==> src/rtl/pll_reset_sequencer_if.sv <==
// Signal bundle between the PLL reset sequencer and its surroundings.
// The sequencer uses the slave modport; whatever drives locked/restart uses master.
interface pll_reset_sequencer_if;
  logic       locked;
  logic       restart;
  logic       pll_rst;
  logic       sys_reset;
  logic       ready;
  logic       fault;
  logic [2:0] state;
  logic [2:0] retry_count;
  logic [7:0] lock_loss_count;

  modport master (
    output locked,
    output restart,
    input  pll_rst,
    input  sys_reset,
    input  ready,
    input  fault,
    input  state,
    input  retry_count,
    input  lock_loss_count
  );

  modport slave (
    input  locked,
    input  restart,
    output pll_rst,
    output sys_reset,
    output ready,
    output fault,
    output state,
    output retry_count,
    output lock_loss_count
  );
endinterface

==> src/rtl/pll_reset_sequencer.sv <==
// PLL bring-up sequencer: pulses PLL reset, waits for a stable lock, releases the
// system reset, and re-sequences on lock loss until too many lock timeouts latch FAULT.
module pll_reset_sequencer #(
  parameter int unsigned RST_CYCLES    = 16,
  parameter int unsigned LOCK_TIMEOUT  = 65536,
  parameter int unsigned STABLE_CYCLES = 1024,
  parameter int unsigned GLITCH_CYCLES = 4,
  parameter int unsigned MAX_RETRIES   = 7,
  parameter int unsigned CNT_WIDTH     = 17
) (
  input  logic                  clock,
  input  logic                  reset,
  pll_reset_sequencer_if.slave  bus
);

  typedef enum logic [2:0] {
    S_PLL_RESET = 3'd0,
    S_WAIT_LOCK = 3'd1,
    S_STABLE    = 3'd2,
    S_RUN       = 3'd3,
    S_LOST      = 3'd4,
    S_FAULT     = 3'd5
  } state_e;

  localparam int unsigned GW = $clog2(GLITCH_CYCLES + 1);

  localparam logic [CNT_WIDTH-1:0] RST_LAST     = CNT_WIDTH'(RST_CYCLES - 1);
  localparam logic [CNT_WIDTH-1:0] TIMEOUT_LAST = CNT_WIDTH'(LOCK_TIMEOUT - 1);
  localparam logic [CNT_WIDTH-1:0] STABLE_LAST  = CNT_WIDTH'(STABLE_CYCLES - 1);
  localparam logic [GW-1:0]        GLITCH_LAST  = GW'(GLITCH_CYCLES - 1);
  localparam logic [2:0]           RETRY_LAST   = 3'(MAX_RETRIES - 1);

  logic                 lock_meta_q;
  logic                 lock_s_q;
  state_e               state_q,  state_d;
  logic [CNT_WIDTH-1:0] timer_q,  timer_d;
  logic [GW-1:0]        glitch_q, glitch_d;
  logic [2:0]           retry_q,  retry_d;
  logic [7:0]           loss_q,   loss_d;
  logic                 pll_rst_q;
  logic                 sys_reset_q;
  logic                 ready_q;
  logic                 fault_q;
  logic                 timed_state;

  // Only the timed states need the shared timer; elsewhere it is held at zero.
  assign timed_state = (state_q == S_PLL_RESET) || (state_q == S_WAIT_LOCK) ||
                       (state_q == S_STABLE);

  always_comb begin
    state_d  = state_q;
    retry_d  = retry_q;
    loss_d   = loss_q;
    glitch_d = '0;
    timer_d  = '0;

    if (bus.restart) begin
      state_d = S_PLL_RESET;
      retry_d = '0;
    end else begin
      case (state_q)
        S_PLL_RESET: begin
          if (timer_q == RST_LAST) begin
            state_d = S_WAIT_LOCK;
          end
        end
        S_WAIT_LOCK: begin
          if (lock_s_q) begin
            state_d = S_STABLE;
          end else if (timer_q == TIMEOUT_LAST) begin
            retry_d = retry_q + 3'd1;
            state_d = (retry_q == RETRY_LAST) ? S_FAULT : S_PLL_RESET;
          end
        end
        S_STABLE: begin
          if (!lock_s_q) begin
            state_d = S_WAIT_LOCK;
          end else if (timer_q == STABLE_LAST) begin
            state_d = S_RUN;
            retry_d = '0;
          end
        end
        S_RUN: begin
          // Short lock dropouts are filtered; only a sustained low is a loss.
          if (!lock_s_q) begin
            if (glitch_q == GLITCH_LAST) begin
              state_d = S_LOST;
              if (loss_q != 8'hFF) begin
                loss_d = loss_q + 8'd1;
              end
            end else begin
              glitch_d = glitch_q + GW'(1);
            end
          end
        end
        S_LOST: begin
          state_d = S_PLL_RESET;
        end
        S_FAULT: begin
          state_d = S_FAULT;
        end
        default: begin
          state_d = S_PLL_RESET;
        end
      endcase
    end

    if (!bus.restart && (state_d == state_q) && timed_state) begin
      timer_d = timer_q + CNT_WIDTH'(1);
    end
  end

  always_ff @(posedge clock or posedge reset) begin
    if (reset) begin
      lock_meta_q <= 1'b0;
      lock_s_q    <= 1'b0;
      state_q     <= S_PLL_RESET;
      timer_q     <= '0;
      glitch_q    <= '0;
      retry_q     <= '0;
      loss_q      <= '0;
      pll_rst_q   <= 1'b1;
      sys_reset_q <= 1'b1;
      ready_q     <= 1'b0;
      fault_q     <= 1'b0;
    end else begin
      lock_meta_q <= bus.locked;
      lock_s_q    <= lock_meta_q;
      state_q     <= state_d;
      timer_q     <= timer_d;
      glitch_q    <= glitch_d;
      retry_q     <= retry_d;
      loss_q      <= loss_d;
      // Outputs decode the next state so they switch on the same edge as state_q.
      pll_rst_q   <= (state_d == S_PLL_RESET) || (state_d == S_FAULT);
      sys_reset_q <= (state_d != S_RUN);
      ready_q     <= (state_d == S_RUN);
      fault_q     <= (state_d == S_FAULT);
    end
  end

  assign bus.pll_rst         = pll_rst_q;
  assign bus.sys_reset       = sys_reset_q;
  assign bus.ready           = ready_q;
  assign bus.fault           = fault_q;
  assign bus.state           = state_q;
  assign bus.retry_count     = retry_q;
  assign bus.lock_loss_count = loss_q;

endmodule
==> src/flat_wrapper.sv <==
// flat-port wrapper written by rule: the top's interface ports become plain ports
module pll_reset_sequencer_flat 
#(
  parameter int unsigned RST_CYCLES    = 16,
  parameter int unsigned LOCK_TIMEOUT  = 65536,
  parameter int unsigned STABLE_CYCLES = 1024,
  parameter int unsigned GLITCH_CYCLES = 4,
  parameter int unsigned MAX_RETRIES   = 7,
  parameter int unsigned CNT_WIDTH     = 17
)
  (clock, reset, bus_locked, bus_restart, bus_pll_rst, bus_sys_reset, bus_ready, bus_fault, bus_state, bus_retry_count, bus_lock_loss_count);
  pll_reset_sequencer_if bus_i ();
  input  logic clock;
  input  logic reset;
  input wire logic [$bits(bus_i.locked)-1:0] bus_locked;
  input wire logic [$bits(bus_i.restart)-1:0] bus_restart;
  output wire logic [$bits(bus_i.pll_rst)-1:0] bus_pll_rst;
  output wire logic [$bits(bus_i.sys_reset)-1:0] bus_sys_reset;
  output wire logic [$bits(bus_i.ready)-1:0] bus_ready;
  output wire logic [$bits(bus_i.fault)-1:0] bus_fault;
  output wire logic [$bits(bus_i.state)-1:0] bus_state;
  output wire logic [$bits(bus_i.retry_count)-1:0] bus_retry_count;
  output wire logic [$bits(bus_i.lock_loss_count)-1:0] bus_lock_loss_count;
  assign bus_i.locked = bus_locked;
  assign bus_i.restart = bus_restart;
  assign bus_pll_rst = bus_i.pll_rst;
  assign bus_sys_reset = bus_i.sys_reset;
  assign bus_ready = bus_i.ready;
  assign bus_fault = bus_i.fault;
  assign bus_state = bus_i.state;
  assign bus_retry_count = bus_i.retry_count;
  assign bus_lock_loss_count = bus_i.lock_loss_count;
  pll_reset_sequencer #(.RST_CYCLES(RST_CYCLES), .LOCK_TIMEOUT(LOCK_TIMEOUT), .STABLE_CYCLES(STABLE_CYCLES), .GLITCH_CYCLES(GLITCH_CYCLES), .MAX_RETRIES(MAX_RETRIES), .CNT_WIDTH(CNT_WIDTH)) u_core (.clock(clock), .reset(reset), .bus(bus_i));
endmodule
==> config.mk <==
export PLATFORM = sky130hd
export DESIGN_NAME = pll_reset_sequencer_flat
export DESIGN_NICKNAME = d
export VERILOG_FILES = /design/src/rtl/pll_reset_sequencer_if.sv /design/src/rtl/pll_reset_sequencer.sv /design/src/flat_wrapper.sv
export SDC_FILE = /design/constraint.sdc
export NUM_CORES = 1
export LEC_CHECK = 0
export CORE_ASPECT_RATIO = 0.7
export CORE_MARGIN = 1.5
export CORE_UTILIZATION = 55
export CTS_CLUSTER_DIAMETER = 100
export DETAILED_ROUTE_END_ITERATION = 16
export PLACE_DENSITY_LB_ADDON = 0.2
export SETUP_SLACK_MARGIN = 0.15
export SYNTH_ARGS = -nofsm -noshare
export SYNTH_HDL_FRONTEND = slang
export SYNTH_SLANG_ARGS = --single-unit
==> constraint.sdc <==
create_clock -name clock -period 2.7 [get_ports clock]
set_input_delay 0.54 -clock clock [delete_from_list [all_inputs] [get_ports clock]]
set_output_delay 0.54 -clock clock [all_outputs]
set_load 0.005 [all_outputs]
==> impl_results.md <==
- Outcome: finished, final reports clean
- Syn Area/Cell: 10.2 um^2
- Final worst slack: between 0.3 and 0.4 ns
- Finish-stage setup viols: 0
- H-tree levels: 2
- DP HPWL: between 2000 and 3000 um
- CTS buffer count: 5
- Vias: between 1,500 and 2,000
- Fin crit period: ~2.4 ns
- Worst-path fanout max: 5
- Fin cells: between 200 and 300
- Root Buffer: clkbuf_8
- Ys Warns: 0
- Crit end category: flip-flop
- Gr usage total: 0.215
- Pre-CTS WS: 0.259 ns
- Reg2reg setup slack: ~0.34 ns
- Maxcap violations: 0
- Met2 Usage GRT: 0.317
- Drt first pass iters: 4
- Placed insts: between 200 and 300
- Crit-path cells: ha_1 -> nand3_2 -> nor3_4 -> and3_1 -> ha_1 -> nor3b_1 -> o21ai_0 -> a21oi_1 -> nor2b_1
- Part of the cycle the worst path needs: 0.872
- Crit path top cell by count: ha_1
- Slowest cell on crit path: dfrtp_1
- Max stage delay on crit path: 0.39 ns
- GR met3 Demand/Resource: 0.0637
- Setup CP Type: reg -> reg
- Number of synthesized flops with an enable pin: 0
- Max-slew violations: 0
- CP delay by family, top: simple AND/OR/NAND/NOR gates
- P&R area growth vs syn: 17.8%
- Die width: 75.3 um
- Inserted Diodes: 0
- Gr busiest metal: met2
- WP buf/inv: 0
- Fin Setup TNS: 0 ns
- CTS tree: yes
- Rows: 18
- Clk sinks: 40
- WP data arrival: between 2 and 3 ns
- Sequential-to-total area share from yosys stat: 0.499
- Total Routed Length: about 4000 um
- Post-Syn Nets: roughly 210
- Post-Syn Area: about 0.0020 mm^2
- Vias in the first global route: approximately 1,400
- Ys async rst share: 1.00
- Core area: ~0.0035 mm^2
- Clk_skew: about 0.0056 ns
- Worst slew margin: 0.653
- RSZ-0062 raised after global routing: no
- Tightest Hold Check Type: reg -> reg
- Worst hold slack: 0.353 ns
- Die height: ~54 um
- Cell count after synthesis: roughly 200
- Placer congestion estimate: approximately 0.86
- Clock slew at reported path FFs: roughly 0.070 ns
- Remaining routing DRC violations: 0
- Met1 GRT Util: 0.293
- Distinct cell type count after synthesis: about 40
- Yosys reg bits: 40
- Starting Density: 0.573
- Die area: 0.00404 mm^2
- Static leakage: 0.00110 uW
- Initial antenna violation count: 0
- Top Ports: 22
- Detail Route Antenna Nets: 0
- Total grt overflow: 0
- Clock insertion delay at the later pin of the skew report: approximately 0.30 ns
- Fillers: between 200 and 300
- WP data required: approximately 3 ns
- Routed vias/inst: 5.53
- Layout cells sized above 1: 0.0897
- Max clock buf depth: 2
- Max IR drop VDD: ~360 uV
- Pwr/cell area: between 400 and 500 mW/mm^2
- Top FF cell, synth: dfrtp_1
- WL per Instance: 14.8 um
- Largest net degree at the start of global routing: 41
- Final Hold Viols: 0
- Power, Total: ~1100 uW
- # port buffers: 21
- Slew of the pin with the lowest slew margin: just over 0.5 ns
- Fmax: around 420 MHz
- First-pass GRT wire length: about 6300 um
- Number of DRC markers in iteration 0: 152
- Final nets: between 200 and 250
- Worst Setup Start Kind: flip-flop
-- cells by family (layout without fill, tap and decap cells) --
family | count (synthesis) | count (layout) | synth area share
compound gates | 18 | 18 | 0.0641
xor+xnor | 23 | 23 | 0.100
fa+ha+maj | 7 | 7 | 0.0435
buf+inv | 15 | 40 | 0.0417
flops | 40 | 40 | 0.499
mux | 2 | 2 | 0.0106
simple gates | 93 | 93 | 0.241
-- sequential cells by signal, summed over array words and instances, names as in the netlist --
register                    cells
u_core.timer_q                 17
u_core.bus.lock_loss_count      8
u_core.bus.retry_count          3
u_core.bus.state                3
u_core.glitch_q                 3
u_core.bus.fault                1
u_core.bus.pll_rst              1
u_core.bus.ready                1
u_core.bus.sys_reset            1
u_core.lock_meta_q              1
u_core.lock_s_q                 1
-- layer usage --
layer	wire length, um	up-vias
li1	-	725
met1	1890	724
met2	1810	51
met3	256	11
met4	75	0
met5	0	-
-- area by class of cell --
type	instances	area [um^2]	share of cell area
Tap cell	50	62.6	0.0264
Clock buffer	6	82.6	0.0348
Multi-Input combinational cell	143	936	0.395
Clock inverter	2	10.0	0.00422
Timing Repair Buffer	24	245	0.103
Inverter	8	30.0	0.0127
Sequential cell	40	1000	0.423
-- placed cells by master (no fill, tap or decap), types with 2 or more instances in the layout --
cell,n
dfrtp_1,38
nor2_1,29
clkdlybuf4s50_1,21
xnor2_1,13
nand2_1,12
and3_1,11
xor2_1,10
inv_1,8
nand3_1,7
ha_1,7
clkbuf_8,6
nand4_1,5
o21ai_0,5
nor4_1,5
nor2b_1,4
nand2b_1,3
nor3_1,3
or3_1,3
and2_1,2
a21o_1,2
nor3b_1,2
a31oi_1,2
and4_1,2
clkinv_2,2
buf_4,2
dfstp_2,2
-- cell usage after synthesis (2+ instances only) --
library cell,count,share of area
nor2_1,29,0.054
buf_2,3,0.0075
and4_1,2,0.0087
and2_1,2,0.0062
o21ai_0,5,0.012
dfrtp_1,38,0.47
nor3_1,4,0.010
clkbuf_1,2,0.0037
a31oi_1,2,0.0062
inv_1,8,0.015
nor3b_1,2,0.0075
nand3_1,7,0.017
xnor2_1,13,0.057
ha_1,7,0.044
nor4_1,5,0.016
nor2b_1,4,0.012
or3_1,3,0.0093
and3_1,11,0.034
nand2b_1,3,0.0093
xor2_1,10,0.044
nand2_1,12,0.022
nand4_1,5,0.016
dfstp_2,2,0.026
a21o_1,2,0.0075
-- path summary, 6_finish.rpt --
path,startpoint,endpoint,cells after the start
worst min register to register,u_core.lock_meta_q$_DFF_PP0_,u_core.lock_s_q$_DFF_PP0_,0
worst min-delay path,u_core.lock_meta_q$_DFF_PP0_,u_core.lock_s_q$_DFF_PP0_,0
worst max register to register,u_core.timer_q[0]$_DFF_PP0_,u_core.bus.fault$_DFF_PP0_,9
min in group asynchronous,reset,u_core.bus.lock_loss_count[3]$_DFFE_PP0P_,3
worst max-delay path,u_core.timer_q[0]$_DFF_PP0_,u_core.bus.fault$_DFF_PP0_,9
max in group asynchronous,reset,u_core.bus.pll_rst$_DFF_PP1_,3
-- power breakdown --
part	switching [uW]	internal (uW)	total (uW)
Combinational	24.0	15.7	39.6
Sequential	6.57	604	611
Clock	201	204	405
Total	232	824	1060
-- what timing repair did --
item,4_1_cts,5_1_grt
buffers inserted,0,1
hold buffers,0,0
resized for setup,0,2
hold endpoints to repair,0,0
setup endpoints to repair,0,22
-- through the flow --
stage | utilization | area (um^2)
2_1_floorplan | - | 2010
3_3_place_gp | 0.639 | 2250
3_5_place_dp | 0.639 | 2250
4_1_cts | 0.666 | 2340
5_1_grt | 0.675 | 2370
6_report | 0.675 | 2370
No activity file was read; power rests on OpenSTA's default activity.
